File: config.mk
export PLATFORM = sky130hd
export DESIGN_NAME = mio_arbiter_flat
export DESIGN_NICKNAME = d
export VERILOG_FILES = /design/src/rtl/mio_pkg.sv /design/src/rtl/mio_arbiter_if.sv /design/src/rtl/mio_arbiter.sv /design/src/flat_wrapper.sv
export SDC_FILE = /design/constraint.sdc
export NUM_CORES = 1
export LEC_CHECK = 0
export ABC_AREA = 0
export ABC_CLOCK_PERIOD_IN_PS = 13200
export CAP_MARGIN = 10
export CORE_UTILIZATION = 44
export CTS_CLUSTER_DIAMETER = 200
export DETAILED_ROUTE_END_ITERATION = 8
export GPL_TIMING_DRIVEN = 0
export HOLD_SLACK_MARGIN = 0.1
export PLACE_DENSITY = 0.88
export SLEW_MARGIN = 25
export SYNTH_ARGS = -nofsm -noshare
export SYNTH_HDL_FRONTEND = slang
export SYNTH_SLANG_ARGS = --single-unit
File: constraint.sdc
create_clock -name clk -period 13.2 [get_ports clk]
set_input_delay 1.98 -clock clk [delete_from_list [all_inputs] [get_ports clk]]
set_output_delay 1.98 -clock clk [all_outputs]
set_load 0.02 [all_outputs]
File: src/rtl/mio_pkg.sv
// mio_pkg -- definitions shared by the MIO bus arbiter and its neighbours.
//   MIO_DATA_W   : default data/address width of the MIO bus
//   arb_state_t  : arbiter FSM state encoding (IDLE / ACCESS / DONE)
//   MIO_RGN_*    : MIO address regions, taken from address bits [31:28]
//   mio_region() : extracts the region nibble from a byte address
package mio_pkg;

  localparam int unsigned MIO_DATA_W = 32;

  typedef enum logic [1:0] {
    ST_IDLE   = 2'd0,
    ST_ACCESS = 2'd1,
    ST_DONE   = 2'd2
  } arb_state_t;

  localparam logic [3:0] MIO_RGN_RAM   = 4'h0;
  localparam logic [3:0] MIO_RGN_PITCH = 4'h2;
  localparam logic [3:0] MIO_RGN_TIMER = 4'h3;
  localparam logic [3:0] MIO_RGN_GP    = 4'hc;
  localparam logic [3:0] MIO_RGN_PS2   = 4'hd;
  localparam logic [3:0] MIO_RGN_GPIO  = 4'he;
  localparam logic [3:0] MIO_RGN_SW    = 4'hf;

  function automatic logic [3:0] mio_region(input logic [MIO_DATA_W-1:0] addr);
    return addr[MIO_DATA_W-1 -: 4];
  endfunction

endpackage

File: src/rtl/mio_arbiter_if.sv
// mio_arbiter_if -- bundles both master request channels and the MIO
// decoder bus of the arbiter.
//   m0_* : CPU channel       (req, we, addr, wdata in; ack, rdata out)
//   m1_* : sequencer DMA     (same shape as m0)
//   bus_addr/bus_wdata/bus_we : to MIO decoder addr / cpu_out / mem_w
//   bus_rdata                 : from MIO decoder cpu_in
// Modports:
//   slave  : the arbiter side
//   master : the side that drives requests and models the decoder
interface mio_arbiter_if #(
  parameter int unsigned DATA_W = mio_pkg::MIO_DATA_W
);

  logic              m0_req;
  logic              m0_we;
  logic [DATA_W-1:0] m0_addr;
  logic [DATA_W-1:0] m0_wdata;
  logic              m0_ack;
  logic [DATA_W-1:0] m0_rdata;

  logic              m1_req;
  logic              m1_we;
  logic [DATA_W-1:0] m1_addr;
  logic [DATA_W-1:0] m1_wdata;
  logic              m1_ack;
  logic [DATA_W-1:0] m1_rdata;

  logic [DATA_W-1:0] bus_addr;
  logic [DATA_W-1:0] bus_wdata;
  logic              bus_we;
  logic [DATA_W-1:0] bus_rdata;

  modport slave (
    input  m0_req, m0_we, m0_addr, m0_wdata,
    input  m1_req, m1_we, m1_addr, m1_wdata,
    input  bus_rdata,
    output m0_ack, m0_rdata, m1_ack, m1_rdata,
    output bus_addr, bus_wdata, bus_we
  );

  modport master (
    output m0_req, m0_we, m0_addr, m0_wdata,
    output m1_req, m1_we, m1_addr, m1_wdata,
    output bus_rdata,
    input  m0_ack, m0_rdata, m1_ack, m1_rdata,
    input  bus_addr, bus_wdata, bus_we
  );

endinterface

File: src/rtl/mio_arbiter.sv
// mio_arbiter -- two-master arbiter in front of the MIO address decoder.
// m0 (CPU) and m1 (sequencer DMA) share one MIO bus. A transaction runs
// IDLE -> ACCESS (WAIT_CYCLES cycles) -> DONE (ack pulse) -> IDLE, so one
// transaction completes every WAIT_CYCLES+2 cycles under sustained load.
//
// Parameters:
//   WAIT_CYCLES : ACCESS cycles before read capture (1..15)
//   DATA_W      : data/address width (must match the interface)
// Ports:
//   clk   : clock, all state on rising edge
//   rst   : asynchronous active-high reset
//   mio   : mio_arbiter_if.slave (master channels + decoder bus)
//   busy  : high in any state other than IDLE
//   owner : index of the current or last granted master (1 after reset)
//
// Build option:
//   MIO_ARB_RR_EN : when defined, contention alternates away from owner
//                   (round-robin); otherwise m0 always wins contention.
module mio_arbiter
  import mio_pkg::*;
#(
  parameter int unsigned WAIT_CYCLES = 1,
  parameter int unsigned DATA_W      = MIO_DATA_W
) (
  input  logic            clk,
  input  logic            rst,
  mio_arbiter_if.slave    mio,
  output logic            busy,
  output logic            owner
);

  localparam logic [3:0] WAIT_LOAD = 4'(WAIT_CYCLES);

  arb_state_t        state_q;
  arb_state_t        state_d;

  logic [3:0]        cnt_q;
  logic              lat_we_q;
  logic [DATA_W-1:0] lat_addr_q;
  logic [DATA_W-1:0] lat_wdata_q;
  logic              owner_q;
  logic [DATA_W-1:0] m0_rdata_q;
  logic [DATA_W-1:0] m1_rdata_q;

  logic              load_en;
  logic              cap_en;
  logic              win;
  logic              in_access;

  // Returns the master to grant; with no request it keeps the last owner
  // so the result is always defined.
  function automatic logic pick_winner(input logic r0, input logic r1,
                                       input logic last);
`ifdef MIO_ARB_RR_EN
    if (r0 && r1) return ~last;
    if (r0)       return 1'b0;
    if (r1)       return 1'b1;
    return last;
`else
    if (r0) return 1'b0;
    if (r1) return 1'b1;
    return last;
`endif
  endfunction

  assign win = pick_winner(mio.m0_req, mio.m1_req, owner_q);

  // ---------------------------------------------------------------------
  // FSM state register
  // ---------------------------------------------------------------------
  always_ff @(posedge clk or posedge rst) begin
    if (rst) begin
      state_q <= ST_IDLE;
    end else begin
      state_q <= state_d;
    end
  end

  // ---------------------------------------------------------------------
  // FSM next state and datapath controls
  // ---------------------------------------------------------------------
  always_comb begin
    state_d = state_q;
    load_en = 1'b0;
    cap_en  = 1'b0;
    unique case (state_q)
      ST_IDLE: begin
        if (mio.m0_req || mio.m1_req) begin
          load_en = 1'b1;
          state_d = ST_ACCESS;
        end
      end
      ST_ACCESS: begin
        // Counter reaches 0 on this edge: leave ACCESS. Read data is
        // captured here, while the decoder still sees the address, so the
        // rdata register already holds it during the DONE/ack cycle.
        if (cnt_q == 4'd1) begin
          state_d = ST_DONE;
          cap_en  = ~lat_we_q;
        end
      end
      ST_DONE: begin
        state_d = ST_IDLE;
      end
      default: begin
        state_d = ST_IDLE;
      end
    endcase
  end

  // ---------------------------------------------------------------------
  // Request latch, wait counter and owner
  // ---------------------------------------------------------------------
  always_ff @(posedge clk or posedge rst) begin
    if (rst) begin
      cnt_q       <= '0;
      lat_we_q    <= 1'b0;
      lat_addr_q  <= '0;
      lat_wdata_q <= '0;
      owner_q     <= 1'b1;
    end else if (load_en) begin
      cnt_q       <= WAIT_LOAD;
      owner_q     <= win;
      lat_we_q    <= win ? mio.m1_we    : mio.m0_we;
      lat_addr_q  <= win ? mio.m1_addr  : mio.m0_addr;
      lat_wdata_q <= win ? mio.m1_wdata : mio.m0_wdata;
    end else if (state_q == ST_ACCESS) begin
      cnt_q <= cnt_q - 4'd1;
    end
  end

  // ---------------------------------------------------------------------
  // Per-master read data registers
  // ---------------------------------------------------------------------
  always_ff @(posedge clk or posedge rst) begin
    if (rst) begin
      m0_rdata_q <= '0;
      m1_rdata_q <= '0;
    end else if (cap_en) begin
      if (owner_q) begin
        m1_rdata_q <= mio.bus_rdata;
      end else begin
        m0_rdata_q <= mio.bus_rdata;
      end
    end
  end

  // ---------------------------------------------------------------------
  // Outputs: decoded from registered state only, so reset clears the bus
  // strobe without waiting for a clock edge.
  // ---------------------------------------------------------------------
  assign in_access     = (state_q == ST_ACCESS);

  assign mio.bus_addr  = in_access ? lat_addr_q  : '0;
  assign mio.bus_wdata = in_access ? lat_wdata_q : '0;
  // The counter still holds its load value only in the first ACCESS cycle.
  assign mio.bus_we    = in_access && lat_we_q && (cnt_q == WAIT_LOAD);

  assign mio.m0_ack    = (state_q == ST_DONE) && !owner_q;
  assign mio.m1_ack    = (state_q == ST_DONE) &&  owner_q;
  assign mio.m0_rdata  = m0_rdata_q;
  assign mio.m1_rdata  = m1_rdata_q;

  assign busy          = (state_q != ST_IDLE);
  assign owner         = owner_q;

endmodule

File: src/flat_wrapper.sv
// flat-port wrapper written by rule: the top's interface ports become plain ports
module mio_arbiter_flat import mio_pkg::*;
#(
  parameter int unsigned WAIT_CYCLES = 1,
  parameter int unsigned DATA_W      = MIO_DATA_W
)
  (clk, rst, busy, owner, mio_m0_req, mio_m0_we, mio_m0_addr, mio_m0_wdata, mio_m1_req, mio_m1_we, mio_m1_addr, mio_m1_wdata, mio_bus_rdata, mio_m0_ack, mio_m0_rdata, mio_m1_ack, mio_m1_rdata, mio_bus_addr, mio_bus_wdata, mio_bus_we);
  mio_arbiter_if #(.DATA_W(DATA_W)) mio_i ();
  input  logic clk;
  input  logic rst;
  output logic busy;
  output logic owner;
  input wire logic [$bits(mio_i.m0_req)-1:0] mio_m0_req;
  input wire logic [$bits(mio_i.m0_we)-1:0] mio_m0_we;
  input wire logic [$bits(mio_i.m0_addr)-1:0] mio_m0_addr;
  input wire logic [$bits(mio_i.m0_wdata)-1:0] mio_m0_wdata;
  input wire logic [$bits(mio_i.m1_req)-1:0] mio_m1_req;
  input wire logic [$bits(mio_i.m1_we)-1:0] mio_m1_we;
  input wire logic [$bits(mio_i.m1_addr)-1:0] mio_m1_addr;
  input wire logic [$bits(mio_i.m1_wdata)-1:0] mio_m1_wdata;
  input wire logic [$bits(mio_i.bus_rdata)-1:0] mio_bus_rdata;
  output wire logic [$bits(mio_i.m0_ack)-1:0] mio_m0_ack;
  output wire logic [$bits(mio_i.m0_rdata)-1:0] mio_m0_rdata;
  output wire logic [$bits(mio_i.m1_ack)-1:0] mio_m1_ack;
  output wire logic [$bits(mio_i.m1_rdata)-1:0] mio_m1_rdata;
  output wire logic [$bits(mio_i.bus_addr)-1:0] mio_bus_addr;
  output wire logic [$bits(mio_i.bus_wdata)-1:0] mio_bus_wdata;
  output wire logic [$bits(mio_i.bus_we)-1:0] mio_bus_we;
  assign mio_i.m0_req = mio_m0_req;
  assign mio_i.m0_we = mio_m0_we;
  assign mio_i.m0_addr = mio_m0_addr;
  assign mio_i.m0_wdata = mio_m0_wdata;
  assign mio_i.m1_req = mio_m1_req;
  assign mio_i.m1_we = mio_m1_we;
  assign mio_i.m1_addr = mio_m1_addr;
  assign mio_i.m1_wdata = mio_m1_wdata;
  assign mio_i.bus_rdata = mio_bus_rdata;
  assign mio_m0_ack = mio_i.m0_ack;
  assign mio_m0_rdata = mio_i.m0_rdata;
  assign mio_m1_ack = mio_i.m1_ack;
  assign mio_m1_rdata = mio_i.m1_rdata;
  assign mio_bus_addr = mio_i.bus_addr;
  assign mio_bus_wdata = mio_i.bus_wdata;
  assign mio_bus_we = mio_i.bus_we;
  mio_arbiter #(.WAIT_CYCLES(WAIT_CYCLES), .DATA_W(DATA_W)) u_core (.clk(clk), .rst(rst), .mio(mio_i), .busy(busy), .owner(owner));
endmodule
==> summary.md, run 1 <==
| Metric | Value |
|---|---|
| Via/cell ratio | `about 5.5` |
| Mapped Cells | `~480` |
| Sequential fraction of the synthesis area | `0.5603` |
| First-pass GRT wire length | `30160 um` |
| Residual DRC | `0` |
| CTS buffer count | `17` |
| CTS root buffer | `clkbuf_16` |
| Net count after synthesis | `roughly 650` |
| Avg Cell Area, Syn | `around 13 um^2` |
| Worst Setup End Kind | `output pin` |
| Worst-path clk slew | `0.06 ns` |
| Share of cells above drive strength 1 | `0.1464` |
| Post-synth top cells | `dfrtp_1 (135), a22oi_1 (65), and2_1 (65)` |
| Row count | `42` |
| Clock sink count | `136` |
| # H-tree levels | `4` |
| Core area | `about 13000 um^2` |
| Syn. warnings | `0` |
| Fin crit period | `4.892 ns` |
| LEAKAGE | `3.996 nW` |
| Crit share post-route | `0.3706` |
| Worst setup path class | `reg -> out` |
| Skew-Pair Late Insertion Delay | `0.42 ns` |
| Final Wtd Congestion | `0.8726` |
| Crit path max-delay cell type | `clkdlybuf4s50_1` |
| Setup crit start kind | `flip-flop` |
| Least-Margin Pin Slew | `0.6706 ns` |
| Grt ovf | `0` |
| Post-cts repair resize count | `0` |
| Crit-path most repeated cell | `clkbuf_1` |
| Slew headroom | `0.5529` |
| WP data arrival | `2.91 ns` |
| Setup TNS | `0 ns` |
| Hold Path Class | `reg -> reg` |
| Top cells by area, synth | `dfrtp_1 (56%), mux2_2 (11%), o2bb2ai_1 (8.9%)` |
| Die height | `roughly 120 um` |
| TritonRoute pass-1 iters | `5` |
| Post-route ant nets | `0` |
| Max Fclk | `204.4 MHz` |
| N_diodes | `0` |
| Worst Path Max Fanout | `10` |
| Status | `completed` |
| Placed insts | `between 900 and 1000` |
| Yosys reg bits | `136` |
| Fin. max-slew vios | `0` |
| Die width | `~120 um` |
| Final Hold Violating Endpoints | `0` |
| CP Cell Sequence | `and2b_1 -> clkbuf_1 -> clkbuf_1 -> and2_1 -> clkdlybuf4s50_1` |
| Max clock buf depth | `2` |
| Req. time, crit path | `11.22 ns` |
| DRT iter0 DRCs | `266` |
| Ys flop type | `dfrtp_1` |
| GRT Util Overall | `0.2778` |
| Most numerous cell in the Yosys netlist | `dfrtp_1` |
| Vias | `around 5400` |
| Synthesized area | `6076 um^2` |
| Die footprint | `14280 um^2` |
| Peak VDD IR | `126.5 uV` |
| CTS tree | `done` |
| Setup Buffers After CTS | `0` |
| Power, Total | `2.493 mW` |
| Number of enable flip-flop cells after synthesis | `0` |
| Largest stage delay on the critical path | `0.63 ns` |
| Drt wl/cell | `19.85 um` |
| Maxcap violations | `0` |
| Skew final | `0.009513 ns` |
| Area growth syn-to-layout | `62.38%` |
| Post-synth ARST share | `1.000` |
| Fin cells | `around 980` |
| DP HPWL | `14560 um` |
| Initial antenna violation count | `0` |
| Setup violators final | `0` |
| Initial Util | `0.4552` |
| Unrepaired setup endpoints after global routing | `false` |
| Synth cell types | `35` |
| IO Pins | `299` |
| Nets@finish | `just under 1000` |
| Hold-fix buffers, CTS | `0` |
| Pwr/cell area | `about 250 nW/um^2` |
| Post-synth top area cell | `dfrtp_1` |
| Vias in the first global route | `5701` |
| Synth top area share | `0.5560` |
| Count of input and output buffers | `between 200 and 300` |
| Largest net degree at the start of global routing | `83` |
| Drt total wl | `19490 um` |
| Post-layout util | `0.7391` |
[layout by cell type (no fill, tap or decap), types with 2 or more instances in the layout]
cell	instances
a22oi_1	65
a31oi_1	3
and2_1	65
buf_1	3
buf_2	9
buf_6	6
clkbuf_1	25
clkbuf_16	17
clkbuf_8	2
clkdlybuf4s50_1	296
clkinv_2	2
clkinvlp_4	3
dfrtp_1	135
ha_1	2
inv_1	2
inv_6	5
mux2_2	62
mux2_4	2
nand2_1	2
nor2_1	3
nor2b_1	4
nor3b_1	2
o211ai_1	2
o21ai_0	7
o2bb2ai_1	62
[critical path, delay by kind of cell (launching register included)]
family | cells | cell delay (ns)
buffers and inverters | 3 | 1.45
AND/OR/NAND/NOR | 2 | 0.61
flip-flops | 1 | 0.44
[power breakdown]
group	switching (mW)	internal [mW]	total, mW
combinational	0.656	0.636	1.29
sequential	0.119	0.628	0.747
clock	0.183	0.271	0.454
[stage by stage]
step / hold WS, ns / worst slack (ns) / instance area [um^2]
final: 0.4772 / 8.308 / 9866
after global routing: 0.4920 / 8.162 / 9866
after CTS: 0.4831 / 8.278 / 9866
after detailed placement: 0.4661 / 8.757 / 9294
after global placement: 0.4623 / 6.041 / 9259
after floorplan: 0.4481 / 7.582 / 6076
[final timing paths]
path	from	to	slack, ns	cells past startpoint
min reg2reg	u_core.lat_addr_q[30]	u_core.lat_addr_q[30]	0.48	1
max reg2reg	u_core.cnt_q[1]	u_core.mio.m0_rdata[23]	11.22	6
min	u_core.lat_addr_q[30]	u_core.lat_addr_q[30]	0.48	1
min in group asynchronous	rst	u_core.mio.m1_rdata[16]	1.97	2
max	u_core.state_q[1]	mio_bus_wdata[27]	8.31	5
max in group asynchronous	rst	u_core.owner	10.49	3
[layer usage]
| layer | vias to the layer above | wire, um | GRT usage |
|---|---|---|---|
| li1 | 2416 | - | - |
| met1 | 2649 | 7742 | 0.3298 |
| met2 | 244 | 9876 | 0.4783 |
| met3 | 51 | 1093 | 0.05703 |
| met4 | 0 | 779 | 0.1375 |
| met5 | - | 0 | 0 |
[area by class of cell]
| class | count | area [um^2] |
|---|---|---|
| tap | 176 | 220.2 |
| timing repair buffer | 297 | 2990 |
| clock inverter | 12 | 115.1 |
| clock buffer | 20 | 456.7 |
| multi-input combinational | 295 | 2442 |
| fill | 900 | 3482 |
| buffer | 42 | 214.0 |
| sequential | 136 | 3405 |
| inverter | 4 | 22.52 |
[flip-flops by register name, summed over array words and instances, names as in the netlist]
signal               count
u_core.lat_wdata_q      32
u_core.mio.m0_rdata     32
u_core.owner             1
u_core.state_q           2
u_core.lat_we_q          1
u_core.mio.m1_rdata     32
u_core.cnt_q             4
u_core.lat_addr_q       32
[cell families after synthesis]
family          after synthesis  share of synthesized area
compound gates              141                     0.1833
flops                       136                     0.5603
simple gates                 87                    0.09308
mux                          65                     0.1215
buf+inv                      46                    0.03768
fa+ha+maj                     2                   0.004118
Power figures use the tool's default switching activity.
==> run 2, diff against run 1 <==
--- a/config.mk
+++ b/config.mk
@@ -6,14 +6,14 @@
 export NUM_CORES = 1
 export LEC_CHECK = 0
 export ABC_AREA = 0
-export ABC_CLOCK_PERIOD_IN_PS = 13200
+export ABC_CLOCK_PERIOD_IN_PS = 4200
 export CAP_MARGIN = 10
-export CORE_UTILIZATION = 44
+export CORE_UTILIZATION = 37
 export CTS_CLUSTER_DIAMETER = 200
 export DETAILED_ROUTE_END_ITERATION = 8
 export GPL_TIMING_DRIVEN = 0
 export HOLD_SLACK_MARGIN = 0.1
-export PLACE_DENSITY = 0.88
+export PLACE_DENSITY = 0.79
 export SLEW_MARGIN = 25
 export SYNTH_ARGS = -nofsm -noshare
 export SYNTH_HDL_FRONTEND = slang
==> constraint.sdc (replaced) <==
create_clock -name clk -period 4.2 [get_ports clk]
set_input_delay 0.63 -clock clk [delete_from_list [all_inputs] [get_ports clk]]
set_output_delay 0.63 -clock clk [all_outputs]
set_load 0.02 [all_outputs]
==> run 2 against run 1 <==
Via count is 0.49% lower. Critical path depth did not move. Largest power group unchanged. Die area up 19%. Sequential share of layout area down 0.31 points. Worst hold slack better by 0.0016 ns. Global-route usage decreased by 4.6 points. Highest routed layer unchanged. Count of clock-buffer cells in the layout down 1. Largest cell class unchanged. Sequential power grew to 3.1 times the previous value. Routed wire length up 0.20%. First-iteration DRC count increased by 6.8%.
==> summary.md, run 2 (synthesis results as in run 1) <==
| Metric | Value |
|---|---|
| Least-Margin Pin Slew | `0.6506 ns (was 0.6706 ns)` |
| Final Wtd Congestion | `0.8443 (was 0.8726)` |
| Vias in the first global route | `5602 (was 5701)` |
| Max clock buf depth | `2 (unchanged)` |
| Maxcap violations | `0 (unchanged)` |
| Combinational share of power | `0.520 (was 0.518)` |
| Hold Path Class | `reg -> reg (unchanged)` |
| Die footprint | `16940 um^2 (was 14280 um^2)` |
| Post-cts repair resize count | `0 (unchanged)` |
| Part of the power in the clock network | `0.181 (was 0.182)` |
| Register Area | `3405 um^2 (unchanged)` |
| Fin crit period | `3.651 ns` |
| Vias | `5334 (was 5360)` |
| Drt total wl | `19530 um (was 19490 um)` |
| First-pass GRT wire length | `29320 um (was 30160 um)` |
| GR Layer Usage met3 | `0.04715 (was 0.05703)` |
| Via/cell ratio | `5.204 (was 5.458)` |
| Crit share post-route | `0.8693` |
| DP HPWL | `14800 um (was 14560 um)` |
| GRT Util Overall | `0.2314 (was 0.2778)` |
| Setup violators final | `0 (unchanged)` |
| Count of input and output buffers | `296 (unchanged)` |
| Pwr/cell area | `785.8 nW/um^2 (was 252.6 nW/um^2)` |
| Share of cells above drive strength 1 | `0.1496 (was 0.1464)` |
| Hold Path Depth | `1 (unchanged)` |
| Switch share | `0.3851 (was 0.3841)` |
| Worst reg-to-reg setup slack | `2.26 ns (was 11.22 ns)` |
| N_diodes | `0 (unchanged)` |
| TritonRoute pass-1 iters | `5 (unchanged)` |
| Hold path endpoint | `u_core.lat_wdata_q[0] (was u_core.lat_addr_q[30])` |
| Pre-CTS WS | `0.9828 ns (was 8.757 ns)` |
| Multi-input logic area | `2442 um^2 (unchanged)` |
| Setup crit start kind | `flip-flop (unchanged)` |
| Worst Reg2Reg Path Length in Cells | `5 (was 6)` |
| Hold path start | `u_core.lat_wdata_q[0] (was u_core.lat_addr_q[30])` |
| Skew-Pair Late Insertion Delay | `0.42 ns (about the same)` |
| CTS root buffer | `clkbuf_16 (unchanged)` |
| Largest net degree at the start of global routing | `32 (was 83)` |
| Req. time, crit path | `3.57 ns (was 11.22 ns)` |
| Area growth syn-to-layout | `63.86% (was 62.38%)` |
| Fin. max-slew vios | `0 (unchanged)` |
| Die width | `130.1 um (was 119.5 um)` |
| CTS buffer count | `17 (unchanged)` |
| Initial antenna violation count | `0 (unchanged)` |
| Setup TNS | `0 ns (unchanged)` |
| Nets@finish | `964 (was 961)` |
| Fin worst setup slack | `0.5488 ns (was 8.308 ns)` |
| RR Endpoint | `u_core.lat_addr_q[24] (was u_core.mio.m0_rdata[23])` |
| Drt wl/cell | `19.05 um (was 19.85 um)` |
| Power, Total | `7.823 mW (was 2.493 mW)` |
| Core area | `15940 um^2 (was 13350 um^2)` |
| Switching power | `3.013 mW (was 0.9573 mW)` |
| Max Fclk | `around 270 MHz` |
| Unrepaired setup endpoints after global routing | `false (unchanged)` |
| CTS tree | `done (unchanged)` |
| GRT busiest layer | `met2 (unchanged)` |
| WP data arrival | `3.02 ns (was 2.91 ns)` |
| Most frequent cells in the layout | `clkdlybuf4s50_1 (296), dfrtp_1 (135), a22oi_1 (65), and2_1 (65) (unchanged)` |
| IO Pins | `299 (unchanged)` |
| Worst Setup End Kind | `output pin (unchanged)` |
| Grt ovf | `0 (unchanged)` |
| Residual DRC | `0 (unchanged)` |
| Worst-path clk slew | `0.06 ns (about the same)` |
| Row count | `46 (was 42)` |
| GR Util met1 | `0.2776 (was 0.3298)` |
| Worst Path Max Fanout | `10 (unchanged)` |
| Peak VDD IR | `358.6 uV (was 126.5 uV)` |
| GR met2 Demand/Resource | `0.3989 (was 0.4783)` |
| Worst setup path class | `reg -> out (unchanged)` |
| Most common cell after layout, fill and taps aside | `clkdlybuf4s50_1 (unchanged)` |
| DRT iter0 DRCs | `284 (was 266)` |
| Internal power | `4.810 mW (was 1.535 mW)` |
| LEAKAGE | `4.012 nW (was 3.996 nW)` |
| Setup Buffers After CTS | `0 (unchanged)` |
| Skew final | `0.009849 ns (was 0.009513 ns)` |
| Slew headroom | `0.5662 (was 0.5529)` |
| Clock sink count | `136 (unchanged)` |
| Reg2Reg Launch Point | `u_core.state_q[1] (was u_core.cnt_q[1])` |
| Status | `completed (unchanged)` |
| Final Hold Violating Endpoints | `0 (unchanged)` |
| Die height | `130.1 um (was 119.5 um)` |
| Hold-fix buffers, CTS | `0 (unchanged)` |
| Flop pwr share | `0.299 (was 0.300)` |
| FILL cells | `1251 (was 900)` |
| Post-route ant nets | `0 (unchanged)` |
| Initial Util | `0.3811 (was 0.4552)` |
| # H-tree levels | `4 (unchanged)` |
## run 2: changes by cell type in the layout (fill, tap and decap cells not counted), sizes merged
cell | before | now
clkinv | 4 | 6
inv | 8 | 6
clkinvlp | 3 | 4
clkbuf | 44 | 43
buf | 19 | 22
## run 2: layer usage
layer | part of all wire | vias up
met1 | 0.41 | 2668
li1 | - | 2417
met4 | 0.028 | 0
met2 | 0.51 | 218
met3 | 0.054 | 31
met5 | 0 | -
## run 2: power groups by stage
stage	clock network [mW]	logic (mW)	registers [mW]
floorplan	0	1.80	2.67
global placement	0	3.98	2.31
detailed placement	0	4.08	2.34
CTS	1.44	4.10	2.33
global route	1.50	4.31	2.41
finish	1.42	4.07	2.34
## run 2: how the worst max path moves through the flow
stage	startpoint	to	slack, ns	cells after the start
2_1_floorplan	rst	u_core.cnt_q[0]	1.88	1
3_3_place_gp	rst	u_core.mio.m1_rdata[11]	0.77	2
3_5_place_dp	u_core.state_q[1]	mio_bus_addr[11]	0.98	5
4_1_cts	u_core.state_q[1]	mio_bus_wdata[29]	0.53	5
5_1_grt	u_core.state_q[1]	mio_bus_addr[19]	0.40	5
6_report	u_core.state_q[1]	mio_bus_addr[7]	0.55	5
## run 2: layout make-up
class / instances / share of cell area
Buffer: 42 / 0.02149
Clock buffer: 19 / 0.04449
Clock inverter: 13 / 0.01206
Inverter: 4 / 0.001885
Multi-Input combinational cell: 295 / 0.2453
Sequential cell: 136 / 0.3420
Tap cell: 216 / 0.02715
Timing Repair Buffer: 300 / 0.3056
## run 2: per-stage QoR
stage | area (um^2) | std cells | utilization | hold WS, ns
2_1_floorplan | 6080 | 477 | - | 0.4481
5_1_grt | 9956 | 1025 | 0.6245 | 0.4918
6_report | 9956 | 1025 | 0.6245 | 0.4787
3_3_place_gp | 9313 | 989 | 0.5841 | 0.4623
4_1_cts | 9956 | 1025 | 0.6245 | 0.4836
3_5_place_dp | 9393 | 993 | 0.5892 | 0.4657
## run 2: critical path: stages, from the launching register on
cell	delay [ns]
dfrtp_1	0.44
and2b_1	0.44
clkbuf_1	0.55
clkbuf_1	0.35
and2_1	0.19
clkdlybuf4s50_1	0.63
==> run 3, diff against run 2 <==
--- a/config.mk
+++ b/config.mk
@@ -8,6 +8,7 @@
 export ABC_AREA = 0
 export ABC_CLOCK_PERIOD_IN_PS = 4200
 export CAP_MARGIN = 10
+export CORE_MARGIN = 3
 export CORE_UTILIZATION = 37
 export CTS_CLUSTER_DIAMETER = 200
 export DETAILED_ROUTE_END_ITERATION = 8
==> run 3 against run 2 <==
Via count fell by 0.90%. Combinational power barely moved. Core utilization barely moved. Register-to-register slack improved by 0.02 ns. Largest power group unchanged. Highest routed layer unchanged.
==> summary.md, run 3 (synthesis results as in run 1) <==
| Metric | Value |
|---|---|
| Status | `completed (unchanged)` |
| Grt ovf | `0 (unchanged)` |
| Worst setup path end | `mio_bus_addr[8] (was mio_bus_addr[7])` |
| Core area | `16000 um^2 (was 15940 um^2)` |
| Crit share post-route | `0.8611 (was 0.8693)` |
| GR met2 Demand/Resource | `0.3841 (was 0.3989)` |
| Share of cells above drive strength 1 | `0.1508 (was 0.1496)` |
| Largest net degree at the start of global routing | `36 (was 32)` |
| Most frequent cells in the layout | `clkdlybuf4s50_1 (296), dfrtp_1 (135), a22oi_1 (65), and2_1 (65) (unchanged)` |
| Die height | `134.1 um (was 130.1 um)` |
| Most common cell after layout, fill and taps aside | `clkdlybuf4s50_1 (unchanged)` |
| Unrepaired setup endpoints after global routing | `false (unchanged)` |
| CTS tree | `done (unchanged)` |
| Skew-Pair Late Insertion Delay | `0.41 ns (was 0.42 ns)` |
| Die width | `134.1 um (was 130.1 um)` |
| Power, Total | `7.877 mW (was 7.823 mW)` |
| CP Cell Sequence | `and2b_1 -> clkbuf_1 -> clkbuf_1 -> and2_1 -> clkdlybuf4s50_1 (unchanged)` |
| GRT busiest layer | `met2 (unchanged)` |
| GRT Util Overall | `0.2205 (was 0.2314)` |
| Crit path from | `u_core.state_q[1] (unchanged)` |
| Crit path max-delay cell type | `clkdlybuf4s50_1 (unchanged)` |
| Area growth syn-to-layout | `64.39% (was 63.86%)` |
| Worst Path Max Fanout | `10 (unchanged)` |
| Row count | `46 (unchanged)` |
| Max Fclk | `276.5 MHz (was 273.9 MHz)` |
| Hold-fix buffers, CTS | `0 (unchanged)` |
| Post-cts repair resize count | `0 (unchanged)` |
| Fin worst setup slack | `0.5834 ns (was 0.5488 ns)` |
| Drt wl/cell | `19.50 um (was 19.05 um)` |
| CTS buffer count | `17 (unchanged)` |
| Worst Setup End Kind | `output pin (unchanged)` |
| Setup Buffers After CTS | `0 (unchanged)` |
| LEAKAGE | `4.023 nW (was 4.012 nW)` |
| Die footprint | `17990 um^2 (was 16940 um^2)` |
| Fin cells | `1025 (unchanged)` |
| Count of input and output buffers | `296 (unchanged)` |
| Final Hold Violating Endpoints | `0 (unchanged)` |
| Drt total wl | `19990 um (was 19530 um)` |
| RR Endpoint | `u_core.mio.m0_rdata[23] (was u_core.lat_addr_q[24])` |
| GR Layer Usage met3 | `0.05626 (was 0.04715)` |
| Via/cell ratio | `5.157 (was 5.204)` |
| N_diodes | `0 (unchanged)` |
| Skew final | `0.007221 ns (was 0.009849 ns)` |
| Initial Util | `0.3797 (was 0.3811)` |
| IO Pins | `299 (unchanged)` |
| Internal power | `4.868 mW (was 4.810 mW)` |
| Least-Margin Pin Slew | `0.6728 ns (was 0.6506 ns)` |
| Max clock buf depth | `2 (unchanged)` |
| Setup crit start kind | `flip-flop (unchanged)` |
| Switch share | `0.3820 (was 0.3851)` |
| Final instance area | `9988 um^2 (was 9956 um^2)` |
| Fin. max-slew vios | `0 (unchanged)` |
| Fin crit period | `3.617 ns (was 3.651 ns)` |
| Post-route ant nets | `0 (unchanged)` |
| Worst reg-to-reg setup slack | `2.28 ns (was 2.26 ns)` |
| DRT iter0 DRCs | `281 (was 284)` |
| CTS root buffer | `clkbuf_16 (unchanged)` |
| Worst setup path class | `reg -> out (unchanged)` |
| Clock sink count | `136 (unchanged)` |
| Flop pwr share | `0.298 (was 0.299)` |
| TritonRoute pass-1 iters | `5 (unchanged)` |
| Hold Path Class | `reg -> reg (unchanged)` |
| Placed cell area | `9400 um^2 (was 9393 um^2)` |
| Residual DRC | `0 (unchanged)` |
| Combinational share of power | `0.515 (was 0.520)` |
| First-pass GRT wire length | `31150 um (was 29320 um)` |
| Pre-CTS WS | `0.9797 ns (was 0.9828 ns)` |
| Switching power | `3.009 mW (was 3.013 mW)` |
| Slew headroom | `0.5515 (was 0.5662)` |
| Placed insts | `993 (unchanged)` |
| # H-tree levels | `4 (unchanged)` |
| WP data arrival | `2.99 ns (was 3.02 ns)` |
| Worst Reg2Reg Path Length in Cells | `6 (was 5)` |
| Crit-path most repeated cell | `clkbuf_1 (unchanged)` |
| Pwr/cell area | `788.6 nW/um^2 (was 785.8 nW/um^2)` |
| Setup TNS | `0 ns (unchanged)` |
| Maxcap violations | `0 (unchanged)` |
| Part of the power in the clock network | `0.186 (was 0.181)` |
| DP HPWL | `15490 um (was 14800 um)` |
| Vias | `5286 (was 5334)` |
| Vias in the first global route | `5853 (was 5602)` |
| Nets@finish | `964 (unchanged)` |
| Reg2Reg Launch Point | `u_core.cnt_q[1] (was u_core.state_q[1])` |
| Final Wtd Congestion | `0.8132 (was 0.8443)` |
| Initial antenna violation count | `0 (unchanged)` |
| Worst-path clk slew | `0.06 ns (about the same)` |
| GR Util met1 | `0.2645 (was 0.2776)` |
| Peak VDD IR | `315.9 uV (was 358.6 uV)` |
| Setup violators final | `0 (unchanged)` |
| Largest stage delay on the critical path | `0.63 ns (about the same)` |
| Req. time, crit path | `3.57 ns (about the same)` |
## run 3: power groups by stage
stage,sequential (mW),clock (mW),combinational (mW)
floorplan,2.67,0,1.80
global placement,2.31,0,3.98
detailed placement,2.35,0,4.09
CTS,2.35,1.49,4.11
global route,2.42,1.56,4.31
finish,2.35,1.47,4.06
## run 3: layout make-up
type / instances / area, um^2
fillers: 1281 / 6012
multi-input cells: 295 / 2442
plain buffers: 42 / 214.0
clock buffers: 18 / 439.2
well taps: 216 / 270.3
inverters: 4 / 18.77
clock inverters: 14 / 148.9
flip-flops and latches: 136 / 3405
repair buffers: 300 / 3050
## run 3: critical path, delay by kind of cell, from the launching register on
family / cells / cell delay [ns]
AND/OR/NAND/NOR: 2 / 0.67
flip-flops: 1 / 0.44
buffers and inverters: 3 / 1.47
## run 3: layer usage
metal | part of all wire | vias up
met5 | 0 | -
met3 | 0.066 | 38
met1 | 0.39 | 2602
met2 | 0.51 | 224
li1 | - | 2422
met4 | 0.027 | 0
## run 3: worst min-delay path by stage
stage	from	end	slack [ns]	cells after the start
5_1_grt	u_core.lat_addr_q[5]	u_core.lat_addr_q[5]	0.49	1
3_3_place_gp	u_core.lat_addr_q[22]	u_core.lat_addr_q[22]	0.46	1
4_1_cts	u_core.lat_addr_q[21]	u_core.lat_addr_q[21]	0.48	1
2_1_floorplan	u_core.lat_addr_q[0]	u_core.lat_addr_q[0]	0.45	1
6_report	u_core.lat_addr_q[7]	u_core.lat_addr_q[7]	0.48	1
3_5_place_dp	u_core.lat_addr_q[7]	u_core.lat_addr_q[7]	0.47	1
## run 3: metrics by stage
step,hold slack [ns],util
4_1_cts,0.4835,0.6243
3_3_place_gp,0.4630,0.5820
3_5_place_dp,0.4657,0.5875
6_report,0.4806,0.6243
2_1_floorplan,0.4481,-
5_1_grt,0.4904,0.6243
